### config.mk
export PLATFORM = sky130hd
export DESIGN_NAME = ball_dir_ctrl
export DESIGN_NICKNAME = d
export VERILOG_FILES = /design/src/rtl/ball_dir_ctrl_pkg.sv /design/src/rtl/ball_dir_ctrl_step_divider.sv /design/src/rtl/ball_dir_ctrl.sv
export SDC_FILE = /design/constraint.sdc
export NUM_CORES = 1
export LEC_CHECK = 0
export CORE_ASPECT_RATIO = 1.5
export CORE_MARGIN = 2
export CORE_UTILIZATION = 53
export DETAILED_ROUTE_END_ITERATION = 6
export PLACE_DENSITY = 0.77
export SKIP_CTS_REPAIR_TIMING = 1
export SLEW_MARGIN = 20
export SYNTH_ARGS = -nofsm -noshare
export SYNTH_HDL_FRONTEND = slang
export SYNTH_SLANG_ARGS = --single-unit
export TNS_END_PERCENT = 1
### constraint.sdc
create_clock -name clk -period 2.6 [get_ports clk]
set_input_delay 0.78 -clock clk [delete_from_list [all_inputs] [get_ports clk]]
set_output_delay 0.78 -clock clk [all_outputs]
set_load 0.05 [all_outputs]
### src/rtl/ball_dir_ctrl_pkg.sv
// Shared types and constants for the pong rally controller.
package ball_dir_ctrl_pkg;

  typedef enum logic [1:0] {SERVE, PLAY, POINT, GAMEOVER} state_e;

  localparam logic DIR_INC = 1'b0;
  localparam logic DIR_DEC = 1'b1;

  localparam int CENTRE  = 2;
  localparam int SCORE_W = 4;

  localparam logic [SCORE_W-1:0] SCORE_MAX = '1;

  // Scores stick at the top value instead of wrapping to zero.
  function automatic logic [SCORE_W-1:0] sat_inc(input logic [SCORE_W-1:0] s);
    return (s == SCORE_MAX) ? s : s + 1'b1;
  endfunction

endpackage

### src/rtl/ball_dir_ctrl_step_divider.sv
// Modulo-STEP_DIV counter; step_o is a registered one-clock pulse while the
// counter sits at its last value.
module ball_dir_ctrl_step_divider #(
  parameter int STEP_DIV = 1024
) (
  input  logic clk,
  input  logic rst,
  output logic step_o
);

  localparam int CW = (STEP_DIV > 1) ? $clog2(STEP_DIV) : 1;
  localparam logic [CW-1:0] LAST     = CW'(STEP_DIV - 1);
  localparam logic [CW-1:0] PRE_LAST = CW'(STEP_DIV - 2);

  if (STEP_DIV < 2) begin : g_div_check
    $error("STEP_DIV must be at least 2");
  end

  logic [CW-1:0] cnt_q, cnt_d;
  logic          step_q, step_d;

  // The pulse is registered one count early so it coincides with cnt_q == LAST.
  always_comb begin
    cnt_d  = (cnt_q == LAST) ? '0 : cnt_q + 1'b1;
    step_d = (cnt_q == PRE_LAST);
  end

  always_ff @(posedge clk) begin
    if (rst) begin
      cnt_q  <= '0;
      step_q <= 1'b0;
    end else begin
      cnt_q  <= cnt_d;
      step_q <= step_d;
    end
  end

  assign step_o = step_q;

endmodule

### src/rtl/ball_dir_ctrl.sv
// Pong rally controller: bounce detection, scoring, serve sequencing and
// game-over, all advancing once per ball step.
module ball_dir_ctrl
  import ball_dir_ctrl_pkg::*;
#(
  parameter int WIDTH        = 8,
  parameter int BIT_OF_WIDTH = 3,
  parameter int PADDLE_LEN   = 3,
  parameter int STEP_DIV     = 1024,
  parameter int WIN_SCORE    = 5,
  parameter int SERVE_STEPS  = 2
) (
  input  logic                    clk,
  input  logic                    rst,
  input  logic [BIT_OF_WIDTH-1:0] x_pos,
  input  logic [BIT_OF_WIDTH-1:0] y_pos,
  input  logic [BIT_OF_WIDTH-1:0] paddle_l,
  input  logic [BIT_OF_WIDTH-1:0] paddle_r,
  output logic                    x_dir,
  output logic                    y_dir,
  output logic                    en,
  output logic                    endgame,
  output logic [SCORE_W-1:0]      score_l,
  output logic [SCORE_W-1:0]      score_r,
  output logic                    step
);

  localparam int PW = BIT_OF_WIDTH + 1;
  localparam int HW = (SERVE_STEPS < 1) ? 1 : $clog2(SERVE_STEPS + 1);

  localparam logic [BIT_OF_WIDTH-1:0] POS_MIN  = '0;
  localparam logic [BIT_OF_WIDTH-1:0] POS_L    = BIT_OF_WIDTH'(1);
  localparam logic [BIT_OF_WIDTH-1:0] POS_R    = BIT_OF_WIDTH'(WIDTH - 2);
  localparam logic [BIT_OF_WIDTH-1:0] POS_MAX  = BIT_OF_WIDTH'(WIDTH - 1);
  localparam logic [PW-1:0]           SPAN     = PW'(PADDLE_LEN - 1);
  localparam logic [HW-1:0]           HOLD_INIT = HW'(SERVE_STEPS);
  localparam logic [SCORE_W-1:0]      WIN      = SCORE_W'(WIN_SCORE);

  if (WIN_SCORE < 1 || WIN_SCORE > 15) begin : g_win_check
    $error("WIN_SCORE must lie in 1..15");
  end

  ball_dir_ctrl_step_divider #(
    .STEP_DIV (STEP_DIV)
  ) u_step_divider (
    .clk    (clk),
    .rst    (rst),
    .step_o (step)
  );

  state_e             state_q, state_d;
  logic               x_dir_q, x_dir_d;
  logic               y_dir_q, y_dir_d;
  logic               en_q, en_d;
  logic               endgame_q, endgame_d;
  logic [SCORE_W-1:0] score_l_q, score_l_d;
  logic [SCORE_W-1:0] score_r_q, score_r_d;
  logic [HW-1:0]      hold_q, hold_d;
  logic               scorer_r_q, scorer_r_d;

  // Paddle spans are compared one bit wider so a paddle near the bottom edge
  // does not wrap around to the top rows.
  logic [PW-1:0] y_ext, pl_top, pl_bot, pr_top, pr_bot;
  logic          hit_l, hit_r, miss_l, miss_r, wall_hi, wall_lo;

  assign y_ext  = {1'b0, y_pos};
  assign pl_top = {1'b0, paddle_l};
  assign pl_bot = pl_top + SPAN;
  assign pr_top = {1'b0, paddle_r};
  assign pr_bot = pr_top + SPAN;

  assign hit_l   = (x_pos == POS_L) && (x_dir_q == DIR_DEC) && (y_ext >= pl_top) && (y_ext <= pl_bot);
  assign hit_r   = (x_pos == POS_R) && (x_dir_q == DIR_INC) && (y_ext >= pr_top) && (y_ext <= pr_bot);
  assign miss_l  = (x_pos == POS_MIN);
  assign miss_r  = (x_pos == POS_MAX);
  assign wall_hi = (y_pos == POS_MAX) && (y_dir_q == DIR_INC);
  assign wall_lo = (y_pos == POS_MIN) && (y_dir_q == DIR_DEC);

  always_comb begin
    state_d    = state_q;
    x_dir_d    = x_dir_q;
    y_dir_d    = y_dir_q;
    en_d       = en_q;
    endgame_d  = endgame_q;
    score_l_d  = score_l_q;
    score_r_d  = score_r_q;
    hold_d     = hold_q;
    scorer_r_d = scorer_r_q;

    if (step) begin
      case (state_q)
        SERVE: begin
          if (hold_q == '0) begin
            en_d    = 1'b1;
            state_d = PLAY;
          end else begin
            hold_d = hold_q - 1'b1;
          end
        end
        PLAY: begin
          // A miss ends the rally before any bounce is considered.
          if (miss_l) begin
            score_r_d  = sat_inc(score_r_q);
            scorer_r_d = 1'b1;
            state_d    = POINT;
          end else if (miss_r) begin
            score_l_d  = sat_inc(score_l_q);
            scorer_r_d = 1'b0;
            state_d    = POINT;
          end else begin
            if (wall_hi)      y_dir_d = DIR_DEC;
            else if (wall_lo) y_dir_d = DIR_INC;
            if (hit_l)        x_dir_d = DIR_INC;
            else if (hit_r)   x_dir_d = DIR_DEC;
          end
        end
        POINT: begin
          en_d    = 1'b0;
          hold_d  = HOLD_INIT;
          x_dir_d = scorer_r_q ? DIR_DEC : DIR_INC;
          y_dir_d = DIR_INC;
          if ((scorer_r_q ? score_r_q : score_l_q) == WIN) begin
            endgame_d = 1'b1;
            state_d   = GAMEOVER;
          end else begin
            state_d = SERVE;
          end
        end
        GAMEOVER: begin
          endgame_d = 1'b1;
          en_d      = 1'b0;
        end
        default: state_d = SERVE;
      endcase
    end
  end

  always_ff @(posedge clk) begin
    if (rst) begin
      state_q    <= SERVE;
      x_dir_q    <= DIR_INC;
      y_dir_q    <= DIR_INC;
      en_q       <= 1'b0;
      endgame_q  <= 1'b0;
      score_l_q  <= '0;
      score_r_q  <= '0;
      hold_q     <= HOLD_INIT;
      scorer_r_q <= 1'b0;
    end else begin
      state_q    <= state_d;
      x_dir_q    <= x_dir_d;
      y_dir_q    <= y_dir_d;
      en_q       <= en_d;
      endgame_q  <= endgame_d;
      score_l_q  <= score_l_d;
      score_r_q  <= score_r_d;
      hold_q     <= hold_d;
      scorer_r_q <= scorer_r_d;
    end
  end

  assign x_dir   = x_dir_q;
  assign y_dir   = y_dir_q;
  assign en      = en_q;
  assign endgame = endgame_q;
  assign score_l = score_l_q;
  assign score_r = score_r_q;

endmodule

==> summary.txt <==
Final layout
  • P&R area growth vs syn: 24.6%
  • Leading cell type in the layout, fill and taps excluded: nor2_1
  • Number of diodes: 0
  • Final cell area excluding filler cells: 2110 µm²
  • Commonest non-fill, non-tap cells in the layout: nor2_1, dfxtp_1, clkdlybuf4s50_1
  • Proportion of layout cells with a drive suffix above 1: 6.58%
  • Final cell utilization of the core: 68.2%
  • Count of nets after finishing: 281

Critical path
  • Critical path's largest stage delay: 0.42 ns
  • Setup crit start kind: input port
  • Cell breakdown of the critical path: clkdlybuf4s50_1 > ha_1 > inv_1 > ha_1 > nand2_1 > o221ai_1 > o211ai_1 > o311a_1 > o311ai_1 > o41ai_1
  • CP max-delay cell: clkdlybuf4s50_1
  • Buffer and inverter count on the worst path: 2
  • Crit path DAT: 2.66 ns
  • Crit path top cell by count: ha_1
  • Largest fanout of any net on the critical path: 2
  • Kind of end point of the critical path: register
  • CP Data Required Time: 2.74 ns
  • Cell family contributing the most delay on the critical path: compound AO/OA/AOI/OAI gates
  • Critical path class: input port to register

Timing
  • Slack of the critical path: 0.0800 ns
  • Max-slew headroom at the worst pin: 66.5%
  • Final setup fails: 0
  • Slew of the pin with the lowest slew margin: 0.501 ns
  • Post-layout minimum cycle time: 2.52 ns
  • Setup repair after global routing missed its margin: no
  • Final worst-path cycle share: 96.9%
  • Max Transition Viols Final: 0
  • Final clock skew: 0.00636 ns
  • Fmax: 397 MHz
  • Number of failing hold endpoints at the final stage: 0

Global route
  • Maximum number of pins on one net before global-route repair: 19
  • Global-route wire length before repair: 5750 µm
  • Global routing usage summed across all routing layers: 19.8%
  • Vias in the first global route: 1414
  • Initial antenna violation count: 0
  • Total grt overflow: 0

Logic synthesis
  • Yosys warning total: 0
  • Net count of the mapped netlist: 244
  • Synthesized area: 1690 µm²
  • Sequential cell area fraction in the yosys report: 33.1%
  • Number of instances in the synthesized netlist: 208
  • Synthesis-stage register bit count: 28
  • Distinct cell type count of the synthesized netlist: 40
  • Per-instance average area after synthesis: 8.14 µm²

Routing
  • DRT iter0 DRCs: 40
  • Via density: 5.28
  • Number of iterations in the first detailed-routing pass: 5
  • Via count: 1494
  • Average wire length per cell after detail routing: 12.3 µm
  • Number of nets with antenna violations after routing: 0
  • WL final: 3490 µm
  • Number of remaining DRC errors: 0

Worst hold path
  • Worst hold path type: register to register

Placed design
  • HPWL reported at the end of detailed placement: 2650 µm
  • Port bufs: 26
  • Placed Instance Area: 2060 µm²
  • Worst setup slack before clock tree synthesis: -0.447 ns
  • RD Place Congestion: 0.777

Floorplan
  • Die height: 73.2 µm
  • I/O pin count: 27
  • Standard-cell row count: 25
  • CORE AREA: 3100 µm²
  • Starting density of the core: 54.7%
  • Die width: 50.2 µm
  • Total die area: 3670 µm²

Status
  • Run status: finished clean

Clocking
  • CTS sink count: 28
  • CTS tree: done
  • Clock root buffer: clkbuf_8
  • CTS clock-pin slew for the worst setup and hold paths: 0.09 ns
  • Insertion delay to the later sink of the worst-skew pair: 0.27 ns
  • Maximum count of clock buffers along a single path: 2
  • Depth of the CTS H-tree: 1
  • Clock buffers created by TritonCTS: 3

Pwr
  • Highest ir drop seen on vdd: 0.402 mV
  • Leakage power of the design: 0.894 nW
  • Power density over cell area: 362 nW/µm²

Flow run
  • Reported max-cap violation count: 0
-- area by class of cell --
cell class | count | area (µm²)
clock buffers | 3 | 41.3
fillers | 254 | 986
inverters | 20 | 75.1
multi-input cells | 156 | 1040
flip-flops and latches | 28 | 561
well taps | 40 | 50.0
repair buffers | 36 | 340
-- registers in the layout, indices dropped and copies added, names as in the netlist --
signal / cells
u_step_divider.cnt_q: 10
score_l: 4
score_r: 4
hold_q: 2
state_q: 2
en: 1
endgame: 1
scorer_r_q: 1
u_step_divider.step_o: 1
x_dir: 1
y_dir: 1
-- logic make-up after synthesis --
kind of cell,after synthesis,synth area share [%]
DFF,28,33.1
muxes,5,2.95
and+or+nand+nor,84,23.4
xor gates and xnor gates,12,6.20
adders and majority gates,22,16.2
AOI/OAI and AO/OA,33,12.8
buffers and inverters,24,5.32
-- path summary, 6_finish.rpt --
path	from	to	slack [ns]	cells after the start
hold reg to reg	u_step_divider.cnt_q[7]$_SDFF_PP0_	u_step_divider.cnt_q[7]$_SDFF_PP0_	0.49	2
setup / recovery	paddle_l[1]	x_dir$_SDFFE_PP0P_	0.08	10
setup reg to reg	state_q[0]$_SDFFE_PP0P_	state_q[1]$_SDFFE_PP0P_	0.72	7
hold / removal	u_step_divider.cnt_q[7]$_SDFF_PP0_	u_step_divider.cnt_q[7]$_SDFF_PP0_	0.49	2
-- Yosys cell counts --
| cell | count | area (µm²) |
|---|---|---|
| o21ai_0 | 7 | 35.0 |
| a21oi_2 | 1 | 8.76 |
| o41ai_1 | 1 | 8.76 |
| o21bai_1 | 1 | 7.51 |
| o221ai_1 | 1 | 8.76 |
| a2bb2oi_1 | 1 | 8.76 |
| nand2_1 | 14 | 52.6 |
| inv_1 | 20 | 75.1 |
| nand4bb_1 | 1 | 11.3 |
| xnor2_1 | 4 | 35.0 |
| a211oi_1 | 1 | 7.51 |
| clkbuf_1 | 4 | 15.0 |
| mux2i_1 | 5 | 50.1 |
| o22ai_1 | 1 | 6.26 |
| nor3_1 | 8 | 40.0 |
| nor2_1 | 33 | 124 |
| or2_2 | 1 | 6.26 |
| nor2b_1 | 2 | 12.5 |
| nand3_1 | 10 | 50.1 |
| dfxtp_1 | 28 | 561 |
| and3_2 | 1 | 7.51 |
| and3_1 | 3 | 18.8 |
| o2bb2ai_1 | 1 | 8.76 |
| xor2_1 | 8 | 70.1 |
| o311ai_0 | 1 | 8.76 |
| a31oi_1 | 1 | 6.26 |
| ha_1 | 22 | 275 |
| o21ai_1 | 1 | 5.00 |
| nand3b_1 | 2 | 15.0 |
| a21o_1 | 1 | 7.51 |
| a21boi_0 | 1 | 7.51 |
| o211ai_1 | 2 | 15.0 |
| a22oi_1 | 1 | 7.51 |
| nand4b_1 | 1 | 8.76 |
| a211o_1 | 1 | 8.76 |
| nand2b_1 | 2 | 12.5 |
| a21oi_1 | 8 | 40.0 |
| nand4_1 | 2 | 12.5 |
| o311a_1 | 1 | 10.0 |
| or3_1 | 4 | 25.0 |
-- where the power goes --
group	leakage [nW]	switching, W	total (W)	internal (W)
clock	0.0216	0.000123	0.000227	0.000104
combinational	0.647	0.0000485	0.000100	0.0000516
sequential	0.226	0.00000402	0.000436	0.000432
total	0.894	0.000176	0.000763	0.000588
-- stage by stage --
| step | std cells | hold slack [ns] | total power, W | TNS, ns |
|---|---|---|---|---|
| 2_1_floorplan | 208 | 0.441 | 0.000498 | 0 |
| 3_3_place_gp | 280 | 0.457 | 0.000544 | -0.318 |
| 3_5_place_dp | 280 | 0.470 | 0.000547 | -0.447 |
| 4_1_cts | 283 | 0.491 | 0.000772 | -0.163 |
| 5_1_grt | 283 | 0.519 | 0.000797 | 0 |
| 6_report | 283 | 0.487 | 0.000763 | 0 |
-- layer usage --
| layer | track usage (%) | up-vias | routed length, µm |
|---|---|---|---|
| li1 | - | 786 | - |
| met5 | 0 | - | 0 |
| met2 | 39.6 | 26 | 1900 |
| met4 | 8.02 | 0 | 33 |
| met1 | 20.5 | 680 | 1460 |
| met3 | 1.43 | 2 | 99 |
-- tightest hold or removal path, stage by stage (launching register included) --
cell,delay (ns)
dfxtp_1,0.33
o21ai_0,0.07
a21oi_1,0.06
No activity file was read; power rests on OpenSTA's default activity.
==> patch 1: new RTL, same flow settings <==
Compare `cnt_q` against `PRE_LAST` with >= in place of ==.
--- a/src/rtl/ball_dir_ctrl_step_divider.sv
+++ b/src/rtl/ball_dir_ctrl_step_divider.sv
@@ -22,7 +22,7 @@
   // The pulse is registered one count early so it coincides with cnt_q == LAST.
   always_comb begin
     cnt_d  = (cnt_q == LAST) ? '0 : cnt_q + 1'b1;
-    step_d = (cnt_q == PRE_LAST);
+    step_d = (cnt_q >= PRE_LAST);
   end
 
   always_ff @(posedge clk) begin
Function: same outputs for any inputs over 10 cycles, from zero or initial values and one cycle with rst high; that may be too few to reach the edited logic, so the function may still have changed.
==> patch 1 against the original RTL <==
Area after synthesis shrank 0.15%. Global-route usage rose by 0.16 points. Worst setup slack improved by 0.00079 ns. Cell area is 1.4% higher. Wire length fell by 1.8%. Count of clock-buffer cells in the layout stayed put. Sequential cell count stayed put. Power rose by 14%. Critical endpoint unchanged. Highest routed layer unchanged.
==> patch 1: results (changes against the original RTL) <==
[clock_tree] H-tree levels 1 [unchanged]
[sta] Tightest Pin Transition 0.506 ns [+0.00450 ns]
[min_path] WHS Endpoint u_step_divider.cnt_q[0]
[worst_setup_path] kind of cell adding the most delay to the critical path compound AO/OA/AOI/OAI gates
[logic_synthesis] multiplexer fraction of the synthesized cell area 0.0296 [+0.0000437]
[placed_design] dpl ws -0.380 ns [+0.0672 ns]
[logic_synthesis] Synth Area in XOR/XNOR 0.0725 [+0.0104]
[global_routing] number of global-route vias before repair 1423 [+0.64%]
[logic_synthesis] cell types with the highest counts after synthesis sky130_fd_sc_hd__nor2_1, sky130_fd_sc_hd__dfxtp_1, sky130_fd_sc_hd__ha_1, sky130_fd_sc_hd__inv_1, sky130_fd_sc_hd__nand2_1
[logic_synthesis] arithmetic-cell share of the synthesized area counting full adders, half adders and majority gates 0.163 [+0.000240]
[final_layout] share of layout cells above drive strength 1 0.0744 [+0.00854]
[power] Max IR drop VDD 0.446 mV [+11%]
[routing] number of vias in the routed layout 1481 [-0.87%]
[logic_synthesis] Distinct cells, synth 41 [+2.5%]
[final_layout] Biggest register u_step_divider.cnt_q
[min_path] critical hold path startpoint u_step_divider.cnt_q[0]
[logic_synthesis] net count of the mapped netlist 242 [-0.82%]
[worst_setup_path] Register-to-Register Setup Slack 0.78 ns [+0.06 ns]
[final_layout] number of inserted diodes 0 [unchanged]
[power] Static Leakage 0.915 nW [+2.3%]
[min_path] worst hold path stage count 1 [-1]
[placed_design] dpl hpwl 2700 um [+1.7%]
[final_layout] layout net count 279 [-0.71%]
[sta] worst hold slack after final layout 0.488 ns [+0.00112 ns]
[power] Clock power frac 0.381 [+0.084]
[worst_setup_path] startpoint of the lowest-slack register-to-register path state_q[0]
[routing] Detailed Routing Iterations Pass 1 4 [-1]
[placed_design] Routability Congestion 0.757 [-2.5%]
[final_layout] max reg flops 10 [unchanged]
[worst_setup_path] Arr. time, crit path 2.67 ns [about the same]
[logic_synthesis] cells after synthesis 206 [-0.96%]
[worst_setup_path] Register-to-Register Path Depth 7 [unchanged]
[logic_synthesis] fraction of the mapped netlist area in compound gates 0.116 [-0.0116]
[routing] average routed wire per standard cell 12.1 um [-1.4%]
[sta] worst clock skew 0.00344 ns [-0.00292 ns]
[global_routing] total track usage 0.200 [+0.00162]
[logic_synthesis] proportion of synthesized chip area in sequential cells 0.331 [+0.000489]
[power] total power divided by cell area 407 nW/um2 [+13%]
[final_layout] filler cell count 265 [+4.3%]
[run_status] run status completed
[routing] Iter 0 DRT Violations 15 [-63%]
[logic_synthesis] top cells by area, synth sky130_fd_sc_hd__dfxtp_1, sky130_fd_sc_hd__ha_1, sky130_fd_sc_hd__nor2_1, sky130_fd_sc_hd__xor2_1, sky130_fd_sc_hd__inv_1
[routing] drt total wl 3430 um [-1.8%]
[global_routing] maximum number of pins on one net before global-route repair 20 [+1]
[power] net switching power of the design 0.181 mW [+2.9%]
==> patch 1: cell types whose count changed after synthesis, sizes merged, moves of 2 or more <==
cell	delta
nor2	+3
or3	-3
a21oi	-2
inv	-2
o21ai	-2
xor2	+2
==> patch 1: worst max path at each step <==
| stage | startpoint | endpoint | slack [ns] | cells past startpoint |
|---|---|---|---|---|
| detailed placement | paddle_r[1] | x_dir | -0.38 | 9 |
| CTS | paddle_r[1] | x_dir | -0.09 | 9 |
| finish | paddle_r[1] | x_dir | 0.08 | 10 |
| floorplan | paddle_r[1] | x_dir | 0.19 | 8 |
| global placement | paddle_r[1] | x_dir | -0.31 | 9 |
| global route | paddle_l[2] | x_dir | 0.004 | 10 |
==> patch 1: final cells by class <==
| cell class | count | area [um2] | area share |
|---|---|---|---|
| multi-input combinational | 156 | 1050 | 0.492 |
| clock buffer | 3 | 41.3 | 0.0193 |
| tap | 40 | 50.0 | 0.0234 |
| sequential | 28 | 561 | 0.262 |
| inverter | 18 | 67.6 | 0.0316 |
| clock inverter | 1 | 30.0 | 0.0140 |
| timing repair buffer | 36 | 338 | 0.158 |
==> patch 1: per-stage QoR <==
stage,TNS [ns],util
floorplan,0,-
global placement,-0.306,0.666
detailed placement,-0.380,0.666
CTS,-0.0919,0.689
global route,0,0.691
finish,0,0.691
==> patch 1: metal layers <==
metal / vias to the layer above / track usage / routed length [um]
met4: 0 / 0.0648 / 27
met1: 687 / 0.203 / 1410
li1: 778 / - / -
met3: 2 / 0.0143 / 56
met5: - / 0 / 0
met2: 14 / 0.411 / 1930
==> patch 1: worst register-to-register path: cells and delay by family (launching register included) <==
family	cells	cell delay [ns]
compound gates	3	0.56
fa+ha+maj	1	0.26
buf+inv	2	0.16
flops	1	0.42
simple gates	1	0.37
==> patch 2: new RTL, config.mk and constraints unchanged <==
Without the edit above. `STEP_DIV` is set to 1024 in 2 places; all go to 2048.
--- a/src/rtl/ball_dir_ctrl_step_divider.sv
+++ b/src/rtl/ball_dir_ctrl_step_divider.sv
@@ -1,7 +1,7 @@
 // Modulo-STEP_DIV counter; step_o is a registered one-clock pulse while the
 // counter sits at its last value.
 module ball_dir_ctrl_step_divider #(
-  parameter int STEP_DIV = 1024
+  parameter int STEP_DIV = 2048
 ) (
   input  logic clk,
   input  logic rst,
--- a/src/rtl/ball_dir_ctrl.sv
+++ b/src/rtl/ball_dir_ctrl.sv
@@ -6,7 +6,7 @@
   parameter int WIDTH        = 8,
   parameter int BIT_OF_WIDTH = 3,
   parameter int PADDLE_LEN   = 3,
-  parameter int STEP_DIV     = 1024,
+  parameter int STEP_DIV     = 2048,
   parameter int WIN_SCORE    = 5,
   parameter int SERVE_STEPS  = 2
 ) (
Behaviour: same outputs for any inputs over 10 cycles, from zero or initial values and one cycle with rst high; that may be too few to reach the edited logic, so the function may still have changed.
==> patch 2 against the original RTL <==
Worst setup slack improved by 0.061 ns. Sequential cell count grew 1. Power up 20%. Final cell count down 0.35%. Wire length up 14%. Area after synthesis rose by 1.9%. Via count is 5.3% higher. Count of clock-buffer cells in the layout is 3 higher. Maximum frequency rose by 2.5%. Cell area up 3.9%. Largest power group unchanged.
==> patch 2: results (changes against the original RTL) <==
[run_status] run status completed
[worst_setup_path] worst stage delay on the critical path 0.44 ns [+0.02 ns]
[routing] Detailed Routing Iterations Pass 1 4 [-1]
[logic_synthesis] fraction of the mapped netlist area in compound gates 0.136 [+0.00774]
[final_layout] filler cell count 259 [+2.0%]
[clock_tree] number of buffers created by CTS 5 [+2]
[logic_synthesis] cell types with the highest counts after synthesis sky130_fd_sc_hd__nor2_1, sky130_fd_sc_hd__dfxtp_1, sky130_fd_sc_hd__ha_1, sky130_fd_sc_hd__inv_1
[worst_setup_path] Arr. time, crit path 2.63 ns [-0.03 ns]
[logic_synthesis] proportion of synthesized chip area in sequential cells 0.336 [+0.00536]
[power] Static Leakage 0.946 nW [+5.8%]
[logic_synthesis] arithmetic-cell share of the synthesized area counting full adders, half adders and majority gates 0.159 [-0.00306]
[routing] Iter 0 DRT Violations 32 [-20%]
[sta] worst slew slack as a fraction of its limit 0.655 [-0.0101]
[routing] number of vias in the routed layout 1573 [+5.3%]
[placed_design] DP Area 2100 um2 [+1.7%]
[sta] worst clock skew 0.00980 ns [+0.00344 ns]
[global_routing] global-route wire length before repair 6760 um [+18%]
[logic_synthesis] cells after synthesis 201 [-3.4%]
[logic_synthesis] multiplexer fraction of the synthesized cell area 0.0297 [+0.000168]
[placed_design] dpl hpwl 3040 um [+15%]
[final_layout] post-route insts no fill 282 [-0.35%]
[clock_tree] H-tree levels 2 [+1]
[routing] drt total wl 3970 um [+14%]
[global_routing] total track usage 0.239 [+0.0409]
[placed_design] Placed Cells incl. Taps 274 [-2.1%]
[global_routing] maximum number of pins on one net before global-route repair 17 [-2]
[placed_design] dpl ws -0.370 ns [+0.0773 ns]
[logic_synthesis] Distinct cells, synth 43 [+7.5%]
[logic_synthesis] net count of the mapped netlist 237 [-2.9%]
[placed_design] Routability Congestion 0.815 [+5.0%]
[clock_tree] register clock-pin slew on the reported worst setup and hold paths 0.07 ns [-0.02 ns]
## patch 2: cell count changes in the layout (fill, tap and decap cells not counted), moves of 3 or more
cell                      before  now
sky130_fd_sc_hd__nand2_1      14   10
sky130_fd_sc_hd__and4_1        0    3
sky130_fd_sc_hd__or3_1         4    1
sky130_fd_sc_hd__inv_1        20   17
sky130_fd_sc_hd__nor3_1        8    2
## patch 2: final timing paths
kind | from | end | slack, ns | depth (start not counted)
worst max-delay path | paddle_l[2] | x_dir | 0.14 | 10
worst min-delay path | endgame | endgame | 0.49 | 2
worst max register to register | state_q[0] | state_q[1] | 0.75 | 7
worst min register to register | endgame | endgame | 0.49 | 2
## patch 2: power by group
| part | switching, mW | internal, mW | leakage [nW] | total, mW |
|---|---|---|---|---|
| clock network | 0.168 | 0.185 | 0.0450 | 0.353 |
| logic | 0.0517 | 0.0554 | 0.667 | 0.107 |
| registers | 0.00482 | 0.448 | 0.234 | 0.453 |
## patch 2: cells by family (layout without fill, tap and decap cells)
group,after synthesis,in the layout
DFF,29,29
and+or+nand+nor,77,77
buffers and inverters,20,61
adders and majority gates,22,22
muxes,5,5
xor gates and xnor gates,14,14
AOI/OAI and AO/OA,34,34
## patch 2: area by class of cell
type                            instances  area, um2  area share
Timing Repair Buffer                   36        340       0.155
Inverter                               17       63.8      0.0291
Multi-Input combinational cell        152       1080       0.491
Clock buffer                            6       72.6      0.0331
Clock inverter                          2       10.0     0.00456
Tap cell                               40       50.0      0.0228
Sequential cell                        29        581       0.265
## patch 2: routing by layer
layer / track usage / wire length (um) / vias to the layer above
met5: 0 / 0 / -
met4: 0.123 / 97 / 0
met3: 0.0549 / 147 / 9
met2: 0.449 / 2170 / 35
met1: 0.242 / 1560 / 748
li1: - / - / 781
